### src/rtl/otter_uart_tx_if.sv
// -----------------------------------------------------------------------------
// otter_uart_tx_if
// IO-bus bundle between the OTTER MCU and the UART transmitter.
//   addr    : MCU IO address (word address of the register being accessed)
//   wdata   : MCU IO write data
//   wr      : one-cycle write strobe
//   rd_data : combinational read data returned to the MCU IO input mux
// The MCU side uses the master modport, the UART uses the slave modport.
// -----------------------------------------------------------------------------
interface otter_uart_tx_if;
  logic [31:0] addr;
  logic [31:0] wdata;
  logic        wr;
  logic [31:0] rd_data;

  modport master (output addr, output wdata, output wr, input rd_data);
  modport slave  (input addr, input wdata, input wr, output rd_data);
endinterface

### src/rtl/otter_uart_tx.sv
// -----------------------------------------------------------------------------
// otter_uart_tx
// Memory-mapped 8N1 UART transmitter on the OTTER IO bus. Byte writes to
// TXDATA are queued in a small circular FIFO and shifted out LSB first.
// STATUS (TXDATA+4) reports full/empty/busy/overflow and the FIFO occupancy.
//   clk     : system clock, rising edge
//   rst_n   : asynchronous active-low reset
//   bus     : IO bus slave (addr, wdata, wr in; rd_data out)
//   tx_o    : registered serial output, idles high
//   busy_o  : high while a frame is in flight or bytes are still queued
// STATUS layout: [0] full, [1] empty, [2] fsm busy, [3] overflow (sticky,
// cleared by writing STATUS with bit 3 set), [11:8] count, others zero.
// -----------------------------------------------------------------------------
module otter_uart_tx #(
  parameter int unsigned CLKS_PER_BIT = 868,
  parameter int unsigned FIFO_DEPTH   = 8,
  parameter logic [31:0] BASE_ADDR    = 32'h1100_0040
) (
  input  logic           clk,
  input  logic           rst_n,
  otter_uart_tx_if.slave bus,
  output logic           tx_o,
  output logic           busy_o
);

  localparam int unsigned PTR_W  = $clog2(FIFO_DEPTH);
  localparam int unsigned CNT_W  = PTR_W + 1;
  localparam int unsigned BAUD_W = $clog2(CLKS_PER_BIT);
  localparam logic [BAUD_W-1:0] BAUD_LAST   = BAUD_W'(CLKS_PER_BIT - 1);
  localparam logic [CNT_W-1:0]  DEPTH_CNT   = CNT_W'(FIFO_DEPTH);
  localparam logic [31:0]       STATUS_ADDR = BASE_ADDR + 32'd4;

  typedef enum logic [1:0] {IDLE, START, DATA, STOP} state_e;

  state_e            state_q;
  logic [BAUD_W-1:0] baud_q;
  logic [2:0]        bit_q;
  logic [7:0]        shift_q;
  logic              tx_q;

  logic [7:0]        mem_q [FIFO_DEPTH];
  logic [PTR_W-1:0]  wr_ptr_q;
  logic [PTR_W-1:0]  rd_ptr_q;
  logic [CNT_W-1:0]  count_q;
  logic [CNT_W-1:0]  count_d;
  logic              ovf_q;
  logic              ovf_d;

  logic fifo_empty;
  logic fifo_full;
  logic baud_done;
  logic pop;
  logic push_req;
  logic push_ok;
  logic clr_ovf;

  assign fifo_empty = (count_q == '0);
  assign fifo_full  = (count_q == DEPTH_CNT);
  assign baud_done  = (baud_q == BAUD_LAST);

  // The FSM takes the head byte either straight from IDLE or at the last
  // stop-bit cycle, which is what makes back-to-back frames gapless.
  assign pop      = !fifo_empty && ((state_q == IDLE) || ((state_q == STOP) && baud_done));
  assign push_req = bus.wr && (bus.addr == BASE_ADDR);
  // A pop in the same cycle frees a slot, so a full FIFO can still accept.
  assign push_ok  = push_req && (!fifo_full || pop);
  assign clr_ovf  = bus.wr && (bus.addr == STATUS_ADDR) && bus.wdata[3];

  always_comb begin
    count_d = count_q;
    if (push_ok && !pop) begin
      count_d = count_q + CNT_W'(1);
    end else if (pop && !push_ok) begin
      count_d = count_q - CNT_W'(1);
    end
    ovf_d = ovf_q;
    if (clr_ovf) begin
      ovf_d = 1'b0;
    end else if (push_req && !push_ok) begin
      ovf_d = 1'b1;
    end
  end

  // Storage array carries no reset; stale slots are never visible because
  // count and pointers are reset.
  always_ff @(posedge clk) begin
    if (push_ok) begin
      mem_q[wr_ptr_q] <= bus.wdata[7:0];
    end
  end

  // Pointers wrap for free because the depth is a power of two.
  always_ff @(posedge clk or negedge rst_n) begin
    if (!rst_n) begin
      wr_ptr_q <= '0;
      rd_ptr_q <= '0;
      count_q  <= '0;
      ovf_q    <= 1'b0;
    end else begin
      if (push_ok) begin
        wr_ptr_q <= wr_ptr_q + PTR_W'(1);
      end
      if (pop) begin
        rd_ptr_q <= rd_ptr_q + PTR_W'(1);
      end
      count_q <= count_d;
      ovf_q   <= ovf_d;
    end
  end

  // Transmit FSM. Each bit is held for CLKS_PER_BIT cycles; the TX value for
  // the next bit is registered on the edge that leaves the current one.
  always_ff @(posedge clk or negedge rst_n) begin
    if (!rst_n) begin
      state_q <= IDLE;
      baud_q  <= '0;
      bit_q   <= '0;
      shift_q <= '0;
      tx_q    <= 1'b1;
    end else begin
      case (state_q)
        IDLE: begin
          tx_q <= 1'b1;
          if (pop) begin
            state_q <= START;
            shift_q <= mem_q[rd_ptr_q];
            baud_q  <= '0;
            tx_q    <= 1'b0;
          end
        end
        START: begin
          if (baud_done) begin
            state_q <= DATA;
            baud_q  <= '0;
            bit_q   <= '0;
            tx_q    <= shift_q[0];
          end else begin
            baud_q <= baud_q + BAUD_W'(1);
          end
        end
        DATA: begin
          if (baud_done) begin
            baud_q <= '0;
            if (bit_q == 3'd7) begin
              state_q <= STOP;
              tx_q    <= 1'b1;
            end else begin
              bit_q   <= bit_q + 3'd1;
              shift_q <= {1'b0, shift_q[7:1]};
              tx_q    <= shift_q[1];
            end
          end else begin
            baud_q <= baud_q + BAUD_W'(1);
          end
        end
        STOP: begin
          if (baud_done) begin
            baud_q <= '0;
            if (pop) begin
              state_q <= START;
              shift_q <= mem_q[rd_ptr_q];
              tx_q    <= 1'b0;
            end else begin
              state_q <= IDLE;
            end
          end else begin
            baud_q <= baud_q + BAUD_W'(1);
          end
        end
        default: begin
          state_q <= IDLE;
          tx_q    <= 1'b1;
        end
      endcase
    end
  end

  logic [3:0]  count_field;
  logic [31:0] status;
  logic        unused_wdata;

  assign count_field  = 4'(count_q);
  assign status       = {20'd0, count_field, 4'd0, ovf_q, (state_q != IDLE), fifo_empty, fifo_full};
  assign unused_wdata = ^bus.wdata[31:8];

  assign bus.rd_data = (bus.addr == STATUS_ADDR) ? status : 32'd0;
  assign tx_o        = tx_q;
  assign busy_o      = (state_q != IDLE) || !fifo_empty;

endmodule

### src/flat_wrapper.sv
// flat-port wrapper written by rule: the top's interface ports become plain ports
module otter_uart_tx_flat 
#(
  parameter int unsigned CLKS_PER_BIT = 868,
  parameter int unsigned FIFO_DEPTH   = 8,
  parameter logic [31:0] BASE_ADDR    = 32'h1100_0040
)
  (clk, rst_n, tx_o, busy_o, bus_addr, bus_wdata, bus_wr, bus_rd_data);
  otter_uart_tx_if bus_i ();
  input  logic clk;
  input  logic rst_n;
  output logic tx_o;
  output logic busy_o;
  input wire logic [$bits(bus_i.addr)-1:0] bus_addr;
  input wire logic [$bits(bus_i.wdata)-1:0] bus_wdata;
  input wire logic [$bits(bus_i.wr)-1:0] bus_wr;
  output wire logic [$bits(bus_i.rd_data)-1:0] bus_rd_data;
  assign bus_i.addr = bus_addr;
  assign bus_i.wdata = bus_wdata;
  assign bus_i.wr = bus_wr;
  assign bus_rd_data = bus_i.rd_data;
  otter_uart_tx #(.CLKS_PER_BIT(CLKS_PER_BIT), .FIFO_DEPTH(FIFO_DEPTH), .BASE_ADDR(BASE_ADDR)) u_core (.clk(clk), .rst_n(rst_n), .bus(bus_i), .tx_o(tx_o), .busy_o(busy_o));
endmodule
### config.mk
export PLATFORM = sky130hd
export DESIGN_NAME = otter_uart_tx_flat
export DESIGN_NICKNAME = d
export VERILOG_FILES = /design/src/rtl/otter_uart_tx_if.sv /design/src/rtl/otter_uart_tx.sv /design/src/flat_wrapper.sv
export SDC_FILE = /design/constraint.sdc
export NUM_CORES = 1
export LEC_CHECK = 0
export ABC_CLOCK_PERIOD_IN_PS = 4200
export CORE_MARGIN = 1.5
export CORE_UTILIZATION = 45
export CTS_CLUSTER_SIZE = 24
export DETAILED_ROUTE_END_ITERATION = 7
export GPL_ROUTABILITY_DRIVEN = 0
export GPL_TIMING_DRIVEN = 0
export PLACE_DENSITY = 0.72
export REMOVE_ABC_BUFFERS = 1
export SLEW_MARGIN = 20
export SYNTH_ARGS = -nofsm -noshare
export SYNTH_HDL_FRONTEND = slang
export SYNTH_SLANG_ARGS = --single-unit
export TNS_END_PERCENT = 50
### constraint.sdc
create_clock -name clk -period 4.2 [get_ports clk]
set_input_delay 1.05 -clock clk [delete_from_list [all_inputs] [get_ports clk]]
set_output_delay 1.05 -clock clk [all_outputs]
set_load 0.01 [all_outputs]
== Word-level counts from Yosys, hierarchy flattened ==
Memories as Yosys holds them, arrays and structs flattened.
Cells that the tools add are included.

* Register bits after elaboration: 35
* Bits in writable memories: 64
* Output and inout bits: 34
* Memories: 1

* Add/sub/neg operators: 6
* Equality and inequality tests: 15
* Muxes and demuxes: 33
* Reduce and logical (&&, ||, !) cells: 28

{| class="wikitable"
|+ Memory list
! name !! depth !! width !! rd ports !! clocked after memory_dff !! write ports !! RTL line !! text
|-
| u_core.mem_q || 8 || 8 || 1 || 0 || 1 || otter_uart_tx.sv:41 || <nowiki>logic [7:0] mem_q [FIFO_DEPTH];</nowiki>
|}

{| class="wikitable"
|+ Operators with widths
! operator !! number
|-
| 32-bit by 29-bit equality test with 1-bit output (second input constant) || 2
|-
| 8-bit 2-to-1 mux || 4
|-
| 8-bit case mux with 3 select lines || 1
|-
| 10-bit 2-to-1 mux || 2
|-
| 10-bit case mux with 2 select lines || 1
|-
| 12-bit 2-to-1 mux || 1
|-
| 2-bit by 1-bit != test with 1-bit output (second input constant) || 6
|-
| 4-bit AND reduction || 3
|-
| 1-bit 2-to-1 mux || 11
|-
| 10-bit by 1-bit adder with 10-bit output (second input constant) || 1
|-
| 10-bit equality test (second input constant) || 1
|-
| 2-bit 2-to-1 mux || 5
|-
| 3-bit by 1-bit adder with 3-bit output (second input constant) || 3
|-
| 1-bit logical AND || 9
|-
| 3-bit 2-to-1 mux || 3
|-
| 4-bit 2-to-1 mux || 2
|-
| 2-bit case mux with 4 select lines || 1
|-
| 2-bit nonzero test || 4
|-
| 3-bit case mux with 2 select lines || 1
|-
| 5-bit AND reduction || 1
|-
| 4-bit by 1-bit adder with 4-bit output (second input constant) || 1
|-
| 2-bit equality test (second input constant) || 2
|-
| 4-bit equality test (second input constant) || 1
|-
| 1-bit zero test || 4
|-
| 10 further kinds || 12
|}

== Depth between registers and ports, before layout ==
Gate-level depths: netlist of the first run.

* Depth in word-level cells: 10
* Depth in mapped cells: 16
* Depth with buffers taken out: 14

== Worst setup path before layout of the first run ==
OpenSTA, ideal clock, no wires.

* Path type: input-to-reg
* Start point: input port bus_addr[5]
* End point: register u_core.count_q[3], in the netlist u_core.count_field[3]
* Data arrival time: 3.215 ns
* Slack: 0.857 ns
* Cell stages on the path: 14
* Path through: nor4b_1 > nand4_1 > nor3_2 > nand3b_1 > buf_6 > inv_1 > ha_1 > inv_1 > ha_1 > a21o_1 > a21oi_1 > xnor2_1 > nor2_1 > xor2_1

* Word-level cells in the longest chain between the ends: 6
* Elaborated cells between the ends (all ways): 8
* Classes of those cells: eq/ne: 1; mux: 1; reduce/logical: 6

{| class="wikitable"
|+ RTL lines
! what !! RTL line !! text
|-
| from (decl) || flat_wrapper.sv:14 || <nowiki>input wire logic [$bits(bus_i.addr)-1:0] bus_addr;</nowiki>
|-
| 32-bit by 29-bit equality test with 1-bit output * || otter_uart_tx.sv:64 || <nowiki>assign push_req = bus.wr && (bus.addr == BASE_ADDR);</nowiki>
|-
| 1-bit logical AND * || otter_uart_tx.sv:64 ||
|-
| 1-bit logical AND * || otter_uart_tx.sv:66 || <nowiki>assign push_ok = push_req && (!fifo_full || pop);</nowiki>
|-
| named net u_core.push_ok || otter_uart_tx.sv:54 || <nowiki>logic push_ok;</nowiki>
|-
| 1-bit zero test || otter_uart_tx.sv:73 || <nowiki>end else if (pop && !push_ok) begin</nowiki>
|-
| 1-bit logical AND || otter_uart_tx.sv:73 ||
|-
| 2-bit nonzero test (no source line) || n/a ||
|-
| to (signal assigned) || otter_uart_tx.sv:106 || <nowiki>count_q <= count_d;</nowiki>
|-
| to (decl) || otter_uart_tx.sv:44 || <nowiki>logic [CNT_W-1:0] count_q;</nowiki>
|}

Mark *: on every way through the listed nets, which the timed path passes. The rest lies on a longest branch.
A chain may end at the register's enable or synchronous reset.

== Worst setup path after layout of the first run ==
* Start point: input port bus_addr[5]
* End point: output port bus_rd_data[0]

* Word-level cells in the longest chain between the ends: 2

{| class="wikitable"
|+ RTL lines
! what !! RTL line !! text
|-
| 32-bit by 29-bit equality test with 1-bit output || otter_uart_tx.sv:186 || <nowiki>assign bus.rd_data = (bus.addr == STATUS_ADDR) ? status : 32'd0;</nowiki>
|-
| 12-bit 2-to-1 mux || otter_uart_tx.sv:186 ||
|-
| to (decl) || flat_wrapper.sv:17 || <nowiki>output wire logic [$bits(bus_i.rd_data)-1:0] bus_rd_data;</nowiki>
|}

Every way passes these cells.

==> impl_metrics.toml, run 1 <==
[setup_path]
path_max_fanout = 8
crit_top_cell = "clkdlybuf4s50_1"
critPathCaptureType = "output port"
crit_path_max_incr_delay_ps = 530
cp.arrival_ps = 3010
path_class = "input port to output port"
crit_path_start_kind = "input port"
cp.required_ps = 3150
crit_chain = "clkdlybuf4s50_1 -> nor4b_1 -> nand4_1 -> nor2_2 -> and4_1 -> clkdlybuf4s50_1"
crit_path_top_delay_cell = "clkdlybuf4s50_1"
crit_family = "simple AND/OR/NAND/NOR gates"
cp.buffers_inverters = 2

[detailed_routing]
drt_wl_total_microns = 8480
post_drt_wl_per_cell_microns = 15.9
antenna_left = 0
via_count = 2832
first_pass_iters = 4
drc = 0
routed_via_density = 5.31
drtIter0Drc = 147

[timing]
min_period_over_period_pct = 96.8
max_freq_mhz = 246
setup_viol = 0
slew_violations = 0
skew_ps = 11.5
setup_tns_ps = 0
grt_setup_unrepaired = "yes"
slew_headroom_pct = 33.2
finalHoldViolations = 0
period_minus_slack_ps = 4060
worst_slew_pin_slew_ps = 1000
whs_ps = 490

[power_and_ir_drop]
switching_share_pct = 22.5
sequentialPowerShare_pct = 58.6
p_leak_nw = 2.02
internal_power_mw = 1.37
netSwitchingPower_uw = 398
power_density_nw_per_um2 = 315
clkPwrFrac_pct = 37.5
ir_worst_vdd_mv = 0.287
p_comb_share_pct = 3.9

[die]
start_util_pct = 46.5
fp-row-count = 37
fp.coreArea_sq_um = 10400
dieArea_sq_um = 11300
pin_count = 101
die_h_microns = 107
die_w_microns = 107

[synth]
synth_top_area_share_pct = 39.9
syn_avg_cell_area_sq_um = 14.2
postSynthCellCount = 339
synth_area_leaders = "edfxtp_1, dfrtp_1, mux4_2"
yosysSeqAreaShare_pct = 58.0
ys.flop_type = "edfxtp_1"
synth_area_sq_um = 4820
synth_cell_type_count = 64
netlist.top_cell.by_area = "edfxtp_1"
yosys_warnings = 0
ys_seq_elements = 99
async_flop_share_pct = 35.4
synth_edf_count = 64

[global_routing]
grt_pass1_vias = 2798
grt_pass1_wl_microns = 14400
antenna_found_initial = 0
track_usage_pct = 16.6
gr-total-overflow = 0
grt_max_degree = 26

[status]
status = "complete, no violations"

[clock_tree]
h-tree-depth = 3
cts-resized-gates = 0
cts.sinks = 99
cts_setup_buffers = 0
clock-root-buffer = "clkbuf_8"
clk_path_buf_depth = 2
numCtsBuffers = 9
ctsHoldBuffers = 0
insertion_delay_ps = 380
cts.clk_slew.worst_paths_ps = 100
tritoncts = "done"

[run]
max-cap-violations = 0

[place]
dpl-instance-area_sq_um = 5410
place_hpwl_microns = 6030
port_buffers = 52

[layout]
stdcell_area_sq_um = 5630
layout-drive-gt1-share_pct = 18.6
final_common_cell = "edfxtp_1"
areaGrowthSynthToFinish_pct = 16.7
fin_nets = 473
antenna_cells = 0
layout_common_cells = "edfxtp_1, clkdlybuf4s50_1, dfrtp_1"

[min_path]
min_path_type = "register to register"
## synth_stat cells (2+ instances only)
master and instances:
a21o_1 2, buf_4 26, nor2_1 9, xor2_1 2
inv_1 9, a22oi_1 2, and3_1 9, buf_6 3
nand2_1 18, o31ai_1 3, xnor2_1 7, nand2b_1 2
nor2b_1 2, nand3_1 6, ha_1 13, nand4_1 3
nor4_1 7, nor4b_1 2, mux4_2 16, mux2_2 12
edfxtp_1 64, dfrtp_1 34, a21oi_1 2, nor3b_1 2
mux2i_1 8, and3_2 2, buf_2 4, a22o_1 6
nor3_1 7, o21ai_0 23
## through the flow
stage / utilization [%] / std cells / total power [mW] / setup WS [ps]
after floorplan: - / 326 / 1.07 / 727
after global placement: 51.4 / 514 / 1.12 / -575
after detailed placement: 52.1 / 517 / 1.13 / -149
after CTS: 54.3 / 533 / 1.79 / 64.2
after global routing: 54.3 / 533 / 1.83 / -70.1
final: 54.3 / 533 / 1.77 / 136
## cell families (layout without fill, tap and decap cells)
group | Yosys count | count (layout) | share of synthesized area, %
DFF | 99 | 99 | 58.0
and+or+nand+nor | 84 | 84 | 10.8
AOI/OAI and AO/OA | 50 | 50 | 7.29
buffers and inverters | 46 | 81 | 6.38
muxes | 36 | 36 | 11.9
adders and majority gates | 14 | 14 | 3.79
xor gates and xnor gates | 9 | 9 | 1.63
other | 1 | 24 | 0.0778
## worst paths after layout
path,to,from,cells after the start,slack (ps)
worst min-delay path,u_core.baud_q[9]$_DFFE_PN0P_,u_core.baud_q[9]$_DFFE_PN0P_,1,490
max in group asynchronous,u_core.state_q[1]$_DFFE_PN0P_,rst_n,2,3180
min in group asynchronous,u_core.shift_q[1]$_DFFE_PN0P_,rst_n,1,590
worst max-delay path,bus_rd_data[0],bus_addr[5],6,140
worst max register to register,u_core.count_field[3]$_DFFE_PN0P_,u_core.baud_q[0]$_DFFE_PN0P_,14,770
worst min register to register,u_core.baud_q[9]$_DFFE_PN0P_,u_core.baud_q[9]$_DFFE_PN0P_,1,490
## final cells by class
cell class / instances / area [sq um]
Sequential cell: 99 / 2800
Inverter: 10 / 37.5
Tap cell: 136 / 170
Clock inverter: 7 / 95.1
Clock buffer: 9 / 124
Timing Repair Buffer: 55 / 558
Multi-Input combinational cell: 217 / 1850
Fill cell: 829 / 4740
## worst reg2reg max path, stage by stage (launching register included)
cell,delay (ps)
dfrtp_1,420
ha_1,250
nor3b_2,200
a41oi_2,320
nand3_1,150
nand3b_1,590
inv_1,110
ha_1,250
inv_1,120
ha_1,240
a21o_1,170
a21oi_1,160
xnor2_1,140
nor2_1,60
xor2_1,140
## power by group through the flow
| stage | Clock (mW) | Combinational [mW] | Sequential, mW |
|---|---|---|---|
| after floorplan | 0 | 0.0120 | 1.06 |
| after global placement | 0 | 0.0643 | 1.06 |
| after detailed placement | 0 | 0.0687 | 1.06 |
| after CTS | 0.680 | 0.0689 | 1.04 |
| after global routing | 0.719 | 0.0762 | 1.04 |
| final | 0.664 | 0.0684 | 1.04 |
## routing by layer
metal	global-route usage, %	wire (microns)	part of all wire [%]
met3	4.35	291	3.4
met5	0	0	0
met1	20.7	3760	44
met2	28.2	4330	51
met4	5.43	108	1.3
## flip-flops by register name (all words and copies together) (netlist names)
name                flops
u_core.bit_q            3
u_core.shift_q          8
u_core.wr_ptr_q         3
u_core.state_q          2
u_core.count_field      4
u_core.rd_ptr_q         3
u_core.mem_q           64
u_core.ovf_q            1
u_core.baud_q          10
u_core.tx_o             1
No activity file was read; power rests on OpenSTA's default activity.
==> inputs of run 2 (changes only) <==
--- a/config.mk
+++ b/config.mk
@@ -5,14 +5,14 @@
 export SDC_FILE = /design/constraint.sdc
 export NUM_CORES = 1
 export LEC_CHECK = 0
-export ABC_CLOCK_PERIOD_IN_PS = 4200
+export ABC_CLOCK_PERIOD_IN_PS = 4400
 export CORE_MARGIN = 1.5
 export CORE_UTILIZATION = 45
 export CTS_CLUSTER_SIZE = 24
 export DETAILED_ROUTE_END_ITERATION = 7
 export GPL_ROUTABILITY_DRIVEN = 0
-export GPL_TIMING_DRIVEN = 0
-export PLACE_DENSITY = 0.72
+export GPL_TIMING_DRIVEN = 1
+export PLACE_DENSITY_LB_ADDON = 0.2
 export REMOVE_ABC_BUFFERS = 1
 export SLEW_MARGIN = 20
 export SYNTH_ARGS = -nofsm -noshare
==> constraint.sdc (replaced) <==
create_clock -name clk -period 4.4 [get_ports clk]
set_input_delay 1.1 -clock clk [delete_from_list [all_inputs] [get_ports clk]]
set_output_delay 1.1 -clock clk [all_outputs]
set_load 0.01 [all_outputs]
==> run 2 against run 1 <==
Sequential share of layout area up 0.37 points. Utilization down 0.40 points. Worst hold slack worse by 7.5 ps. Highest routed layer unchanged.
==> impl_metrics.toml, run 2 (synthesized netlist as in run 1, its figures left out) <==
[min_path]
min_path_type = "register to register"
whs_path_depth = 1

[global_routing]
antenna_found_initial = 0
grt_pass1_wl_microns = 14800
grt_max_degree = 36
track_usage_pct = 17.3
grt_pass1_vias = 2814
gr-total-overflow = 0

[detailed_routing]
via_count = 2873
routed_via_density = 5.33
drtIter0Drc = 128
drt_wl_total_microns = 8830
antenna_left = 0
drc = 0
first_pass_iters = 4
post_drt_wl_per_cell_microns = 16.4

[setup_path]
path_max_fanout = 8
crit_path_start_kind = "input port"
path_class = "input port to output port"
critPathCaptureType = "output port"
cp.arrival_ps = 3070
reg2regPathDepth = 13
cp.required_ps = 3300

[clock_tree]
tritoncts = "done"
insertion_delay_ps = 370
h-tree-depth = 3
clk_path_buf_depth = 2
numCtsBuffers = 9
cts.clk_slew.worst_paths_ps = 100
ctsHoldBuffers = 0
clock-root-buffer = "clkbuf_8"
cts.sinks = 99

[layout]
antenna_cells = 0
final_common_cell = "edfxtp_1"
top_register = "u_core.mem_q"
areaGrowthSynthToFinish_pct = 15.9
fin_nets = 479
reg.largest.list = "u_core.mem_q (64), u_core.baud_q (10), u_core.shift_q (8)"
largest_register_ff_count = 64
layout_common_cells = "edfxtp_1, clkdlybuf4s50_1, dfrtp_1"
layout-drive-gt1-share_pct = 18.1

[die]
fp-row-count = 37
pin_count = 101
dieArea_sq_um = 11300
die_h_microns = 107
fp.coreArea_sq_um = 10400
start_util_pct = 46.5
die_w_microns = 107

[timing]
worst_slew_pin_slew_ps = 1000
slew_violations = 0
period_minus_slack_ps = 4170
slew_headroom_pct = 33.4
min_period_over_period_pct = 94.8
setup_viol = 0
finalHoldViolations = 0
max_freq_mhz = 240
grt_setup_unrepaired = "no"
setup_tns_ps = 0
skew_ps = 8.51

[status]
status = "complete, no violations"

[place]
port_buffers = 52
place_hpwl_microns = 6160

[power_and_ir_drop]
power_density_nw_per_um2 = 291
p_total_mw = 1.62
ir_worst_vdd_mv = 0.195
p_leak_nw = 2.03

[run]
max-cap-violations = 0
## run 2: worst max-delay path: stages
cell and delay (ps):
clkdlybuf4s50_1 410, nor4b_1 310, nand4_1 210, nor2_2 280
and4_1 220, clkdlybuf4s50_1 540
## run 2: worst paths after layout
kind / from / end / slack (ps)
min: u_core.baud_q[9]$_DFFE_PN0P_ / u_core.baud_q[9]$_DFFE_PN0P_ / 480
max: bus_addr[4] / bus_rd_data[0] / 230
max reg2reg: u_core.baud_q[0]$_DFFE_PN0P_ / u_core.count_field[3]$_DFFE_PN0P_ / 1410
min in group asynchronous: rst_n / u_core.baud_q[5]$_DFFE_PN0P_ / 800
min reg2reg: u_core.baud_q[9]$_DFFE_PN0P_ / u_core.baud_q[9]$_DFFE_PN0P_ / 480
max in group asynchronous: rst_n / u_core.shift_q[1]$_DFFE_PN0P_ / 3100
## run 2: layout make-up
class,count,area (sq um)
multi-input combinational,217,1800
inverter,10,37.5
tap,136,170
fill,890,4780
clock buffer,9,124
clock inverter,7,70.1
sequential,99,2800
timing repair buffer,61,583
## run 2: power breakdown
part	internal [mW]	total, mW	leakage, nW	switching (mW)
logic	0.0338	0.0622	0.924	0.0284
registers	0.991	0.991	1.01	0.00000000166
clock network	0.222	0.572	0.0960	0.349
total	1.25	1.62	2.03	0.378
## run 2: stage by stage
| stage | util [%] | area, sq um | setup slack [ps] | hold WS [ps] | instances |
|---|---|---|---|---|---|
| CTS | 53.9 | 5590 | 115 | 483 | 539 |
| global placement | 52.0 | 5390 | 156 | 457 | 523 |
| finish | 53.9 | 5590 | 228 | 483 | 539 |
| global route | 53.9 | 5590 | 22.3 | 509 | 539 |
| detailed placement | 52.0 | 5390 | 109 | 462 | 523 |
| floorplan | - | 4640 | 877 | 437 | 326 |
## run 2: routing by layer
metal / global-route usage (%) / vias to the layer above / routed length [microns]
met5: 0 / - / 0
met4: 3.71 / 0 / 50
met3: 4.78 / 6 / 283
met2: 28.6 / 51 / 4490
met1: 22.9 / 1448 / 4010
li1: - / 1368 / -
## run 2: what timing repair did
item	CTS	global route
buffers inserted	0	0
endpoints found under the hold margin	0	0
setup endpoints to repair	0	8
resized for setup	0	1
